**src/rtl/npu_vec_responder.sv**
```systemverilog
`default_nettype none
// ============================================================================
// Module      : npu_vec_responder
// Description : Vector multiply responder. Reads A[i] and B[i] from shared
//               memory, writes C[i] = A[i]*B[i], then acks the initiator.
//               Define NPU_SAT_EN to saturate the product instead of wrapping.
// Revision    : 1.0  initial release
// ============================================================================
module npu_vec_responder #(
    parameter int VEC_LEN = 4
) (
    input  logic        clk,
    input  logic        rst,
    input  logic        en,
    input  logic [7:0]  src1_addr,
    input  logic [7:0]  src2_addr,
    input  logic [7:0]  rd_addr,
    output logic        ack,
    output logic        MEMRead,
    output logic        MEMWrite,
    output logic [31:0] ADDR,
    output logic [31:0] WD,
    input  logic [31:0] RD
);

    localparam logic [2:0] c_IDLE = 3'd0;
    localparam logic [2:0] c_RA   = 3'd1;
    localparam logic [2:0] c_RB   = 3'd2;
    localparam logic [2:0] c_WR   = 3'd3;
    localparam logic [2:0] c_DONE = 3'd4;

    localparam logic [5:0] c_LAST_IDX = 6'(VEC_LEN - 1);

    logic [2:0]  r_state;
    logic [7:0]  r_src1;
    logic [7:0]  r_src2;
    logic [7:0]  r_rd;
    logic [5:0]  r_idx;
    logic [31:0] r_a;

    logic [7:0]  w_idx8;
    logic [7:0]  w_word;
    logic [31:0] w_f;

    assign w_idx8 = {2'b00, r_idx};

`ifdef NPU_SAT_EN
    logic signed [63:0] w_prod;

    assign w_prod = 64'($signed(r_a)) * 64'($signed(RD));

    // Product fits in 32 bits only when bits 63..31 are all copies of the sign.
    always_comb begin
        if (w_prod[63:31] != {33{w_prod[63]}}) begin
            w_f = w_prod[63] ? 32'h8000_0000 : 32'h7FFF_FFFF;
        end else begin
            w_f = w_prod[31:0];
        end
    end
`else
    // Low word of a product is the same for signed and unsigned operands.
    assign w_f = r_a * RD;
`endif

    always_ff @(posedge clk) begin
        if (rst) begin
            r_state <= c_IDLE;
            r_src1  <= 8'd0;
            r_src2  <= 8'd0;
            r_rd    <= 8'd0;
            r_idx   <= 6'd0;
            r_a     <= 32'd0;
        end else begin
            case (r_state)
                c_IDLE: begin
                    if (en) begin
                        r_src1  <= src1_addr;
                        r_src2  <= src2_addr;
                        r_rd    <= rd_addr;
                        r_idx   <= 6'd0;
                        r_state <= c_RA;
                    end
                end
                c_RA: begin
                    r_state <= en ? c_RB : c_IDLE;
                end
                c_RB: begin
                    r_a     <= RD;
                    r_state <= en ? c_WR : c_IDLE;
                end
                c_WR: begin
                    if (!en) begin
                        r_state <= c_IDLE;
                    end else if (r_idx == c_LAST_IDX) begin
                        r_state <= c_DONE;
                    end else begin
                        r_idx   <= r_idx + 6'd1;
                        r_state <= c_RA;
                    end
                end
                c_DONE: begin
                    if (!en) begin
                        r_state <= c_IDLE;
                    end
                end
                default: begin
                    r_state <= c_IDLE;
                end
            endcase
        end
    end

    always_comb begin
        ack      = 1'b0;
        MEMRead  = 1'b0;
        MEMWrite = 1'b0;
        WD       = 32'd0;
        w_word   = 8'd0;
        case (r_state)
            c_RA: begin
                MEMRead = 1'b1;
                w_word  = r_src1 + w_idx8;
            end
            c_RB: begin
                MEMRead = 1'b1;
                w_word  = r_src2 + w_idx8;
            end
            c_WR: begin
                MEMWrite = 1'b1;
                w_word   = r_rd + w_idx8;
                WD       = w_f;
            end
            c_DONE: begin
                ack = 1'b1;
            end
            default: begin
                ack = 1'b0;
            end
        endcase
        ADDR = {22'd0, w_word, 2'b00};
    end

endmodule
`default_nettype wire

```
**config.mk**
```make
export PLATFORM = sky130hd
export DESIGN_NAME = npu_vec_responder
export DESIGN_NICKNAME = d
export VERILOG_FILES = /design/src/rtl/npu_vec_responder.sv
export SDC_FILE = /design/constraint.sdc
export NUM_CORES = 1
export LEC_CHECK = 0
export CORE_UTILIZATION = 38
export DETAILED_ROUTE_END_ITERATION = 10
export HOLD_SLACK_MARGIN = 0.05
export RECOVER_POWER = 50
export SYNTH_ARGS = -nofsm -noshare
export SYNTH_HDL_FRONTEND = slang
export SYNTH_SLANG_ARGS = --single-unit
```
**constraint.sdc**
```tcl
create_clock -name clk -period 10 [get_ports clk]
set_input_delay 1 -clock clk [delete_from_list [all_inputs] [get_ports clk]]
set_output_delay 1 -clock clk [all_outputs]
set_load 0.03 [all_outputs]
```
==> metrics.yaml, run 1 <==
die:
  die_x_microns: 225
  die-height_microns: 225
  num_rows: 81
  io_pins: 126
  dieArea_sq_um: 50500
  core_area_sq_um: 49000
  initial_utilization_pct: 38.5
power:
  p_per_area_nw_per_um2: 54.6
  combPwrFrac_pct: 44.4
  peakVddDrop_mv: 0.0828
  clkPwrFrac_pct: 30.6
  power.leakage_nw: 9.95
  p_int_w: 0.000688
  power.switching_fraction_pct: 39.7
  switchingPower_w: 0.000453
  power.share.sequential_pct: 25.0
logic_synthesis:
  synthesis.yosys.warnings: 0
  syn_area_per_cell_sq_um: 8.72
  yosys-top-cells-area: "fa_1 43%, and2_1 10%, ha_1 8.6%, inv_1 7.8%, nand2_1 7.1%"
  synthArstFlopShare_pct: 0
  ys_seq_area_share_pct: 6.91
  syn_inst: 2159
  synth_edf_count: 0
  syn_area_sq_um: 18800
  synth.distinct_cells: 55
  synth_ff_type: "dfxtp_1"
  synth_seq_cells: 65
  yosysTopAreaCell: "fa_1"
  yosysTopAreaCellShare_pct: 43.5
final_layout:
  fin_nets: 2803
  fin_area_sq_um: 20900
  postLayoutCoreUtil_pct: 42.7
  regArea_sq_um: 1300
  antenna_cells: 0
  num-fill-cells: 4807
  multiInputGateArea_sq_um: 15500
  instances_no_fill: 2874
  area_growth_pct: 10.9
  drive_gt1_share_pct: 3.98
sta:
  tns_ns: 0
  fin_crit_ns: 9.71
  rsz0062_at_grt: "false"
  worst_pin_slew_ns: 1.66
  finalClockSkew_ns: 0.0116
  max_freq_ghz: 0.103
  slew_violations: 33
  hold_violations: 0
  min_period_over_period_pct: 97.1
  slew_headroom_pct: -10.9
  setup_viol: 0
  whs_ns: 0.454
status:
  status: "complete, but fails checks"
  violations: "capacitance limit, slew limit"
route:
  routed_via_density: 4.93
  drt_iter0_markers: 680
  vias: 14200
  routed_wl_microns: 52500
  post-route-drc-count: 0
  drt_pre_antenna_iters: 5
  routedWlPerCell_microns: 18.3
  ant_nets: 0
worst_setup_path:
  startpoint: "RD[3]"
  critPathLaunchType: "input port"
  cp.required_ns: 9.00
  setup.worst_path.class: "in -> out"
  r2r-start: "r_state[0]$_SDFFE_PP0P_"
  critPathCaptureType: "output pin"
  cp_data_arrival_time_ns: 8.71
  crit_fanout: 16
clocking:
  holdBufCountCts: 0
  clk_pin_slew_ns: 0.05
  tritoncts: "done"
  cts_max_level: 3
  postCtsSetupBuffers: 0
  root_buffer: "clkbuf_16"
  clockBufferDepth: 2
  clk_latency_ns: 0.35
  clock-sinks: 65
  cts_buffers: 9
  cts_resized: 0
grt:
  grt_max_degree: 62
  grt_pass1_vias: 15500
  grt_overflow_total: 0
  track_usage_pct: 21.7
  grt_pass1_wl_microns: 84700
  antenna_found_initial: 2
placed_design:
  gp_congestion: 0.869
  place.detailed.hpwl_microns: 43100
  portBuffers: 101
  dpl_cell_area_sq_um: 20600
  numPlacedInstances: 2858
job:
  drv_cap: 1
worst_hold_path:
  hold_class: "reg -> reg"
  min-delay-start: "r_src2[4]$_SDFFE_PP0P_"
[power groups by stage]
stage               combinational [W]  sequential (W)  clock [W]
floorplan                    0.000344        0.000279          0
global placement             0.000497        0.000290          0
detailed placement           0.000507        0.000291          0
CTS                          0.000509        0.000285   0.000354
global route                 0.000564        0.000287   0.000363
finish                       0.000506        0.000285   0.000349
[cell families after synthesis]
logic type,synth area share (%)
and+or+nand+nor,20.4
adders and majority gates,52.1
buffers and inverters,11.1
AOI/OAI and AO/OA,4.88
xor gates and xnor gates,4.16
DFF,6.91
muxes,0.425
other,0.0199
[layer usage]
metal	vias to the layer above	track usage, %	part of all wire [%]
met5	-	0	0.025
met4	2	6.25	2.4
met3	82	3.34	6.2
met2	451	36.9	48
met1	7214	28.5	43
li1	6408	-	-
[path summary, 6_finish.rpt]
| path | end | slack (ns) | cells past startpoint |
|---|---|---|---|
| setup / recovery | WD[28] | 0.29 | 22 |
| hold / removal | r_src2[4]$_SDFFE_PP0P_ | 0.45 | 2 |
| setup reg to reg | r_idx[5]$_SDFFE_PP0P_ | 6.70 | 10 |
| hold reg to reg | r_src2[4]$_SDFFE_PP0P_ | 0.45 | 2 |
[cells in the mapped netlist (16+ instances only)]
cell      instances
a21o_1           16
a21oi_1          85
and2_1          313
buf_4            24
clkbuf_1        114
dfxtp_1          65
fa_1            409
ha_1            130
inv_1           390
nand2_1         356
nor2_1           51
o21ai_0          16
xnor2_1          66
xor2_1           21
[critical path, cell delays in order]
cell	delay, ns
clkdlybuf4s50_1	0.65
buf_4	0.32
and2_1	0.18
fa_1	0.52
inv_1	0.06
fa_1	0.49
fa_1	0.47
fa_1	0.58
inv_1	0.06
fa_1	0.50
fa_1	0.46
fa_1	0.55
fa_1	0.44
ha_1	0.40
nand4_1	0.16
or2_0	0.25
or3_1	0.33
a211oi_2	0.36
nor3b_1	0.16
a2111o_1	0.40
o21ai_1	0.17
buf_12	0.16
[sequential cells by signal, indices dropped and copies added, names as in the netlist]
name	cells
r_idx	6
r_rd	8
r_state	3
r_src2	8
r_src1	8
r_a	32
[metrics by stage]
| stage | setup slack, ns | power, W |
|---|---|---|
| floorplan | 1.40 | 0.000623 |
| CTS | 0.346 | 0.00115 |
| global placement | 0.453 | 0.000787 |
| finish | 0.295 | 0.00114 |
| global route | 0.0258 | 0.00121 |
| detailed placement | 0.330 | 0.000798 |
[cell usage in the layout (no fill, tap or decap), types with 4 or more instances in the layout]
cell type        netlist  layout
a21o_1                16      16
clkbuf_16              0       9
a21oi_1               85      85
nand2b_1               6       6
mux2i_1                8       8
nand2_1              356     356
buf_4                 24      54
nor4_1                 5       4
fa_1                 409     409
nor2b_1                4       4
inv_1                390     390
clkdlybuf4s50_1        0      92
o21a_1                 6       6
nor2_1                51      50
o211ai_1               4       4
conb_1                 1      24
xnor2_1               66      66
nor3_1                10      10
ha_1                 130     130
dfxtp_1               65      65
o21ai_0               16      16
a31oi_1                4       4
buf_12                 0       5
nand3_1                8       8
or3_1                  5       5
xor2_1                21      21
and2_1               313     313
[layout make-up]
cell class | instances | share of cell area [%]
timing repair buffer | 154 | 6.92
sequential | 65 | 6.23
inverter | 390 | 7.01
tap | 664 | 3.98
clock inverter | 5 | 0.383
clock buffer | 11 | 1.11
multi-input combinational | 1585 | 74.4
(Power assumes the default switching activity.)
==> run 2, diff against run 1 <==
Settings changed: CORE_UTILIZATION 38 to 45.
==> run 2 against run 1 <==
Net effect:
- the run ends with DRC, capacitance limit, slew limit left
- non-clock buffer count increased by 2
- die area decreased by 15%
- final cell count is 4.5% lower
==> metrics.yaml, run 2 (synthesis gave the netlist of run 1 again) <==
grt:
  grt_pass1_wl_microns: 81800
  antenna_found_initial: 1
  grt_overflow_total: 0
  track_usage_pct: 25.1
  grt_pass1_vias: 14700
  grt_max_degree: 62
die:
  num_rows: 74
  dieArea_sq_um: 42700
  core_area_sq_um: 41000
  die-height_microns: 207
  die_x_microns: 207
  initial_utilization_pct: 45.9
  io_pins: 126
worst_setup_path:
  critPathBufInv: 5
  cp_data_arrival_time_ns: 8.67
  worstPathCellList: "clkdlybuf4s50_1, buf_4, and2_1, fa_1, fa_1, fa_1, inv_1, fa_1, inv_1, fa_1, fa_1, fa_1, fa_1, ha_1, nand4_1, or2_0, or3_1, a211oi_2, nor4bb_1, or4_1, nand2_1, buf_12"
  cp.depth: 22
  r2r_slack_ns: 6.79
  r2r-start: "r_state[2]$_SDFFE_PP0P_"
  critPathLaunchType: "input port"
  cp_top_family: "adder cells"
  critPathCaptureType: "output pin"
  setup.worst_path.class: "in -> out"
  path_common_cell: "fa_1"
  cp.required_ns: 9.00
  crit_fanout: 15
  r2r_end: "r_idx[5]$_SDFFE_PP0P_"
  startpoint: "RD[6]"
  slowest_stage: "clkdlybuf4s50_1"
  cpPeakStageDelay_ns: 0.80
  cp-endpoint: "WD[30]"
  rr_worst_depth: 10
final_layout:
  final_common_cell: "fa_1"
  area_growth_pct: 10.1
  antenna_cells: 0
  top_register: "r_a"
  postLayoutCoreUtil_pct: 50.6
  final_cell_mix: "409 x fa_1, 390 x inv_1, 356 x nand2_1, 313 x and2_1, 130 x ha_1"
  drive_gt1_share_pct: 4.20
  largest_reg_flops: 32
  fin_nets: 2805
placed_design:
  post-place-ws_ns: 0.333
  portBuffers: 101
  gp_congestion: 0.870
  place.detailed.hpwl_microns: 42300
clocking:
  tritoncts: "done"
  cts_resized: 0
  clockBufferDepth: 2
  root_buffer: "clkbuf_16"
  cts_buffers: 9
  clk_latency_ns: 0.34
  clk_pin_slew_ns: 0.06
  holdBufCountCts: 0
  postCtsSetupBuffers: 0
  clock-sinks: 65
  cts_max_level: 3
status:
  status: "complete, but fails checks"
  violations: "DRC, capacitance limit, slew limit"
sta:
  hold_violations: 0
  slew_headroom_pct: -11.6
  setup_viol: 0
  setup_slack_ns: 0.326
  tns_ns: 0
  rsz0062_at_grt: "false"
  min_period_over_period_pct: 96.7
  fin_crit_ns: 9.67
  slew_violations: 33
  finalClockSkew_ns: 0.00771
  max_freq_ghz: 0.103
  whs_ns: 0.454
  worst_pin_slew_ns: 1.67
route:
  vias: 14100
  routedWlPerCell_microns: 18.6
  ant_nets: 0
  drt_iter0_markers: 774
  routed_wl_microns: 51100
  post-route-drc-count: 2
  drt_pre_antenna_iters: 8
  routed_via_density: 5.14
power:
  power.leakage_nw: 9.96
  peakVddDrop_mv: 0.0656
  p_per_area_nw_per_um2: 54.6
  total_power_w: 0.00113
job:
  drv_cap: 1
worst_hold_path:
  hold_class: "reg -> reg"
run 2: cell types whose count changed in the layout (fill, tap and decap cells not counted), sizes merged:
cell / before / now
inv: 390 / 392
clkinv: 1 / 3
clkinvlp: 2 / 0
bufinv: 2 / 1
clkbuf: 12 / 11
buf: 60 / 62
run 2: area by class of cell:
type / instances / area, sq um
fillers: 3954 / 20300
multi-input cells: 1585 / 15500
inverters: 390 / 1460
repair buffers: 156 / 1450
flip-flops and latches: 65 / 1300
well taps: 532 / 666
clock buffers: 10 / 239
clock inverters: 6 / 73.8
run 2: worst min path at each step:
stage	from	end	slack, ns	cells past startpoint
after floorplan	r_src2[0]$_SDFFE_PP0P_	r_src2[0]$_SDFFE_PP0P_	0.44	2
after global placement	r_src2[4]$_SDFFE_PP0P_	r_src2[4]$_SDFFE_PP0P_	0.44	2
after detailed placement	r_src2[3]$_SDFFE_PP0P_	r_src2[3]$_SDFFE_PP0P_	0.45	2
after CTS	r_src2[1]$_SDFFE_PP0P_	r_src2[1]$_SDFFE_PP0P_	0.46	2
after global routing	r_src1[6]$_SDFFE_PP0P_	r_src1[6]$_SDFFE_PP0P_	0.47	2
final	r_src2[3]$_SDFFE_PP0P_	r_src2[3]$_SDFFE_PP0P_	0.45	2
run 2: routing by layer:
layer  vias up  routed length (microns)  track usage [%]
met5         -                       13                0
met4         2                      935             4.81
met3        58                     2550             2.53
met2       395                    24500             42.0
met1      7234                    23100             35.4
li1       6412                        -                -
run 2: power by group:
| group | switching (W) | internal [W] | total, W |
|---|---|---|---|
| registers | 0.0000174 | 0.000268 | 0.000286 |
| clock network | 0.000136 | 0.000203 | 0.000340 |
| logic | 0.000307 | 0.000201 | 0.000508 |
| total | 0.000460 | 0.000673 | 0.00113 |
run 2: stage by stage:
| step | cell area [sq um] | std cells |
|---|---|---|
| finish | 20700 | 2744 |
| global route | 20700 | 2744 |
| CTS | 20700 | 2744 |
| detailed placement | 20400 | 2728 |
| global placement | 20400 | 2728 |
| floorplan | 18900 | 2182 |
run 2: worst register-to-register path: stages, from the launching register on:
cell and delay, ns:
dfxtp_1 0.38, nand2b_1 0.48, or2_2 0.43, buf_4 0.24, inv_1 0.57, nand3_1 0.24
nand2_1 0.20, and4_1 0.28, nand3_1 0.10, xor2_1 0.14, nor2_1 0.05
